$ cat src/rtl/odd_fwd_stage_pipe.sv
// odd_fwd_stage_pipe: odd-side result staging chain with per-unit injection, flush,
// collision tracking, operand forwarding and a registered writeback port.
module odd_fwd_stage_pipe #(
    parameter int DATA_W = 128,
    parameter int ADDR_W = 7,
    parameter int DEPTH = 7,
    parameter int NUM_UNITS = 3,
    parameter logic [4*NUM_UNITS-1:0] UNIT_STAGE = 12'h641,
    parameter int NUM_SRC = 3,
    parameter int FLUSH_DEPTH = 2,
    parameter int CNT_W = 8
) (
    input  logic                        clk,
    input  logic                        reset,
    input  logic [NUM_UNITS-1:0]        unit_wr,
    input  logic [NUM_UNITS*DATA_W-1:0] unit_data,
    input  logic [NUM_UNITS*ADDR_W-1:0] unit_addr,
    input  logic                        flush,
    input  logic [NUM_SRC-1:0]          src_valid,
    input  logic [NUM_SRC*ADDR_W-1:0]   src_addr,
    output logic [NUM_SRC-1:0]          fwd_hit,
    output logic [NUM_SRC*DATA_W-1:0]   fwd_data,
    output logic [DEPTH*DATA_W-1:0]     stage_data,
    output logic [DEPTH*ADDR_W-1:0]     stage_addr,
    output logic [DEPTH-1:0]            stage_wr,
    output logic [DATA_W-1:0]           rt_wb,
    output logic [ADDR_W-1:0]           rt_addr_wb,
    output logic                        reg_write_wb,
    output logic                        collision_err,
    output logic [CNT_W-1:0]            collision_cnt
);
    logic [DATA_W-1:0] s_data [1:DEPTH];
    logic [DATA_W-1:0] n_data [1:DEPTH];
    logic [ADDR_W-1:0] s_addr [1:DEPTH];
    logic [ADDR_W-1:0] n_addr [1:DEPTH];
    logic [DEPTH:1] s_wr, n_wr, drop;

    for (genvar i = 0; i < NUM_UNITS; i++) begin : g_chk
        if (int'(UNIT_STAGE[4*i +: 4]) == 0 || int'(UNIT_STAGE[4*i +: 4]) > DEPTH) begin : g_bad
            $error("odd_fwd_stage_pipe: unit %0d injection stage out of range", i);
        end
    end

    for (genvar k = 1; k <= DEPTH; k++) begin : g_stage
        logic [DATA_W-1:0] pd, d;
        logic [ADDR_W-1:0] pa, a;
        logic pw, w, kill, hit, dr;
        if (k == 1) begin : g_head
            assign pd = '0;
            assign pa = '0;
            assign pw = 1'b0;
        end else begin : g_body
            assign pd = s_data[k-1];
            assign pa = s_addr[k-1];
            assign pw = s_wr[k-1];
        end
        assign kill = flush && (k <= FLUSH_DEPTH);
        // lowest unit index wins; any losing unit or overwritten valid entry is a drop
        always_comb begin
            d = pd;
            a = pa;
            w = pw && !kill;
            hit = 1'b0;
            dr = 1'b0;
            for (int i = 0; i < NUM_UNITS; i++) begin
                if (unit_wr[i] && !kill && UNIT_STAGE[4*i +: 4] == 4'(k)) begin
                    dr = dr || hit || pw;
                    if (!hit) begin
                        d = unit_data[i*DATA_W +: DATA_W];
                        a = unit_addr[i*ADDR_W +: ADDR_W];
                        w = 1'b1;
                    end
                    hit = 1'b1;
                end
            end
        end
        assign n_data[k] = d;
        assign n_addr[k] = a;
        assign n_wr[k] = w;
        assign drop[k] = dr;
        assign stage_data[(k-1)*DATA_W +: DATA_W] = s_data[k];
        assign stage_addr[(k-1)*ADDR_W +: ADDR_W] = s_addr[k];
    end
    assign stage_wr = s_wr;

    always_ff @(posedge clk or posedge reset) begin
        if (reset) begin
            for (int k = 1; k <= DEPTH; k++) begin
                s_data[k] <= '0;
                s_addr[k] <= '0;
            end
            s_wr <= '0;
            rt_wb <= '0;
            rt_addr_wb <= '0;
            reg_write_wb <= 1'b0;
            collision_err <= 1'b0;
            collision_cnt <= '0;
        end else begin
            for (int k = 1; k <= DEPTH; k++) begin
                s_data[k] <= n_data[k];
                s_addr[k] <= n_addr[k];
            end
            s_wr <= n_wr;
            rt_wb <= s_data[DEPTH];
            rt_addr_wb <= s_addr[DEPTH];
            reg_write_wb <= s_wr[DEPTH];
            collision_err <= collision_err || (|drop);
            if ((|drop) && !(&collision_cnt)) collision_cnt <= collision_cnt + 1'b1;
        end
    end

    // writeback register first, then stages oldest to youngest so the youngest match wins
    always_comb begin
        fwd_hit = '0;
        fwd_data = '0;
        for (int j = 0; j < NUM_SRC; j++) begin
            if (src_valid[j] && reg_write_wb && rt_addr_wb == src_addr[j*ADDR_W +: ADDR_W]) begin
                fwd_hit[j] = 1'b1;
                fwd_data[j*DATA_W +: DATA_W] = rt_wb;
            end
            for (int k = DEPTH; k >= 1; k--) begin
                if (src_valid[j] && s_wr[k] && s_addr[k] == src_addr[j*ADDR_W +: ADDR_W]) begin
                    fwd_hit[j] = 1'b1;
                    fwd_data[j*DATA_W +: DATA_W] = s_data[k];
                end
            end
        end
    end
endmodule
$ cat config.mk
export PLATFORM = sky130hd
export DESIGN_NAME = odd_fwd_stage_pipe
export DESIGN_NICKNAME = d
export VERILOG_FILES = /design/src/rtl/odd_fwd_stage_pipe.sv
export SDC_FILE = /design/constraint.sdc
export NUM_CORES = 2
export LEC_CHECK = 0
export ABC_AREA = 1
export BUFFER_PORTS_ARGS = -buffer_cell sky130_fd_sc_hd__buf_4
export CAP_MARGIN = 25
export CORE_AREA = 3 3 746 748
export CTS_CLUSTER_SIZE = 40
export DETAILED_ROUTE_END_ITERATION = 12
export DIE_AREA = 0 0 749 751
export GPL_TIMING_DRIVEN = 1
export PLACE_DENSITY = 0.32
export SLEW_MARGIN = 20
export SYNTH_ARGS = -nofsm -noshare
export SYNTH_HDL_FRONTEND = slang
export SYNTH_SLANG_ARGS = --single-unit
$ cat constraint.sdc
create_clock -name clk -period 35 [get_ports clk]
set_input_delay 1.75 -clock clk [delete_from_list [all_inputs] [get_ports clk]]
set_output_delay 1.75 -clock clk [all_outputs]
set_load 0.05 [all_outputs]
==> metrics.md <==
| Metric | Value |
|---|---|
| Main synth FF type | `dfrtp_1` |
| Post CTS Setup Buffer Count | `0` |
| Largest family of logic cells by synthesized area | `simple AND/OR/NAND/NOR gates` |
| FP Rows | `273` |
| Post-synthesis net count | `10200` |
| Number of warnings issued by yosys | `0` |
| Combined area of the multi-input logic cells | `0.0306 mm²` |
| Number of levels in the clock H-tree | `4` |
| Unrepaired setup endpoints after global routing | `false` |
| Total routing resource utilization after global routing | `21.1%` |
| Chip Height | `751 µm` |
| Synth async-reset ratio | `100%` |
| Startpoint class of the critical path | `input port` |
| Post-detailed-route wirelength per cell | `33.2 µm` |
| Die X-Extent | `749 µm` |
| Total chip power | `4.20 mW` |
| GRT Residual Overflow | `0` |
| Wire length of the first global-routing pass | `798000 µm` |
| Result of the run | `finished, final reports clean` |
| CTS clock-pin slew for the worst setup and hold paths | `0.06 ns` |
| Clk Latency, worst-skew pair | `0.90 ns` |
| Minimum period implied by the final worst setup slack | `8.15 ns` |
| Count of pins on the block boundary | `1919` |
| Layout cells sized above 1 | `21.2%` |
| Synthesis-to-finish area growth | `44.3%` |
| Post-Synthesis Mean Instance Area | `6.58 µm²` |
| Static Leakage | `46.3 nW` |
| DRC violation total after the first TritonRoute iteration | `7857` |
| Count of instances resized after the clock tree is built | `0` |
| Synth Area in Simple Gates | `30.2%` |
| Final total negative setup slack | `0 ns` |
| Hold Slack | `0.371 ns` |
| Fill cell count | `63600` |
| Share of synthesized area occupied by flip-flops and latches | `43.0%` |
| Actual slew at the worst max-slew pin | `1.18 ns` |
| Final core occ | `16.7%` |
| Pre-antenna DRT Iters | `6` |
| Setup slack of the worst register-to-register path | `32.82 ns` |
| Area of the core | `0.551 mm²` |
| Total number of nets in the final design | `11700` |
| Flip-flop and latch area | `0.0275 mm²` |
| Vias | `77000` |
| Share of the synthesized netlist area taken by xor and xnor gates | `0.534%` |
| Crit path top cell by count | `buf_4` |
| Hold WC Path Type | `register to register` |
| Maximum ir drop on the vdd rail | `0.0324 mV` |
| Number of register bits inferred by synthesis | `1097` |
| CTS hold repair buffers | `0` |
| Area share of the largest cell type after synthesis | `43.0%` |
| Data arrival time of the critical path | `6.40 ns` |
| Post-synth design cell area | `0.0639 mm²` |
| Largest fanout on the critical path | `50` |
| Critical path endpoint category | `primary output` |
| Hold Fails Final Rpt | `0` |
| Number of sinks handled by clock tree synthesis | `1097` |
| Pin count of the biggest net entering global routing | `119` |
| Synth Instances | `9715` |
| Sequence of cells on the critical path | `buf_4 -> inv_2 -> nand2_1 -> nand3_1 -> nor4_4 -> buf_4 -> nand2_4 -> nand2_8 -> buf_4 -> buf_4 -> a21oi_1 -> nand2_1 -> nand2_1 -> nand2_1 -> buf_4` |
| Max Root-Sink Buffers | `4` |
| TritonCTS clock tree | `built` |
| Detailed placer's ending HPWL | `487000 µm` |
| Multiplexer area fraction after synthesis | `0.0176%` |
| Cell types with the largest area share after synthesis | `dfrtp_1 43%, nand2_1 20%, a21oi_1 8.6%, o21ai_0 7.6%, inv_1 5.1%` |
| Number of buffers added by the clock tree synthesis step | `166` |
| Die Footprint | `0.562 mm²` |
| Detail-routed via count per cell | `4.10` |
| Adder and majority cell fraction of the synthesized area | `0.0196%` |
| Number of synthesized flops with an enable pin | `0` |
| Relative slew slack | `21.5%` |
| Compound-gate portion of the synthesized area | `16.7%` |
| Distinct cell type count after synthesis | `39` |
| Number of max-slew violations in the final report | `0` |
| Max stage delay on crit path | `0.67 ns` |
| Final setup violating endpoints | `0` |
| Final routed DRC violation total | `0` |
| Post-detailed-routing wire length | `623000 µm` |
| Power per cell area | `45.5 mW/mm²` |
| Worst clock skew | `0.0530 ns` |
| Root Buffer | `clkbuf_16` |
| Antenna Nets Post-Route | `0` |
| Count of port buffers added during placement | `1918` |
| Max stage delay cell, worst path | `buf_4` |
| Vias in the first global route | `75100` |
| Portion of the clock cycle consumed by the worst path in the final layout | `23.3%` |
| Antenna violations before repair | `132` |
| Library cell with the largest summed area after synthesis | `dfrtp_1` |
| Placer congestion estimate | `0.911` |
| Worst Path Class, Setup | `input port to primary output` |
| Fmax | `0.123 GHz` |
| Initial core utilization | `11.6%` |
| Number of max-cap violations | `0` |
| Required time of the worst setup path | `33.25 ns` |
-- synth_stat cells (3+ instances only) --
library cell and count:
inv_2 16, nand3b_1 3, o2111ai_1 6, xor2_1 22, buf_2 162, nand3_1 553
clkbuf_1 433, o22ai_1 15, o211ai_1 7, a21oi_1 1098, buf_4 9, buf_1 75
o21ai_1 7, nor3_1 15, xnor2_1 17, dfrtp_1 1097, inv_1 869, nand4_1 42
nor4_1 10, o221ai_1 5, nor2_1 777, nand2_2 4, o21ai_0 968, nand2_1 3486
-- final cells by class --
type | count | area share, %
Clock inverter | 64 | 0.950
Multi-Input combinational cell | 7051 | 33.1
Sequential cell | 1097 | 29.8
Tap cell | 7287 | 9.89
Clock buffer | 227 | 5.12
Inverter | 887 | 3.71
Antenna cell | 54 | 0.147
Timing Repair Buffer | 2101 | 17.3
-- logic make-up after synthesis --
| kind of cell | count (synthesis) |
|---|---|
| xor gates and xnor gates | 39 |
| adders and majority gates | 1 |
| buffers and inverters | 1567 |
| and+or+nand+nor | 4899 |
| DFF | 1097 |
| muxes | 1 |
| AOI/OAI and AO/OA | 2111 |
-- flip-flops by register name (all words and copies together), names as in the netlist, 7 cells and up --
| register | flops |
|---|---|
| collision_cnt | 8 |
| g_stage.a | 28 |
| g_stage.d | 512 |
| g_stage.pa | 14 |
| g_stage.pd | 256 |
| rt_addr_wb | 7 |
| rt_wb | 128 |
| stage_addr | 7 |
| stage_data | 128 |
| stage_wr | 7 |
-- worst paths after layout --
path                                  startpoint           endpoint  cells after the start
worst max register to register  collision_cnt[0]   collision_cnt[6]                      7
max in group asynchronous                  reset    stage_data[871]                      8
worst max-delay path                 src_addr[5]       fwd_data[84]                     15
worst min register to register   stage_data[848]          rt_wb[80]                      0
min in group asynchronous                  reset  g_stage[6].pd[30]                      2
worst min-delay path             stage_data[848]          rt_wb[80]                      0
-- through the flow --
stage / area, µm² / setup WS, ns / cells
6_report: 92200 / 26.85 / 18800
5_1_grt: 92100 / 26.65 / 18700
4_1_cts: 92000 / 26.67 / 18700
3_5_place_dp: 86400 / 26.67 / 18400
3_3_place_gp: 86400 / 26.67 / 18400
2_1_floorplan: 63900 / 2.36 / 9715
-- power breakdown --
group          leakage [nW]  switching [mW]  total (mW)  internal [mW]
Sequential             14.1           0.150        1.50           1.35
Clock                  2.73           0.751        1.81           1.06
Combinational          29.5           0.685       0.891          0.206
Total                  46.3            1.59        4.20           2.61
-- layout by cell type (no fill, tap or decap), types with 7 or more instances in the layout --
cell	count
o21ai_0	967
xor2_1	22
nor4_1	10
nand4_1	42
buf_12	10
clkbuf_8	32
nand2_4	11
diode_2	54
o211ai_1	7
nand2_1	3474
inv_2	12
o21ai_1	7
dfrtp_1	1097
clkbuf_16	167
inv_1	862
xnor2_1	17
a21oi_1	1098
buf_4	2089
inv_8	12
inv_6	8
clkbuf_1	28
o22ai_1	15
nor3_1	14
clkinvlp_4	9
clkinv_2	24
nand3_1	552
bufinv_16	15
nor2_1	775
-- critical path, delay by kind of cell --
family          cells  cell delay (ns)
buf+inv             6             2.50
simple gates        8             1.76
compound gates      1             0.16
-- metal layers --
layer,GRT usage [%],share of wire (%)
met4,9.75,5.5
met5,0,0.082
met1,24.8,39
met3,5.73,8.0
met2,35.7,47
Note: power is estimated with default switching activity, not from simulation.
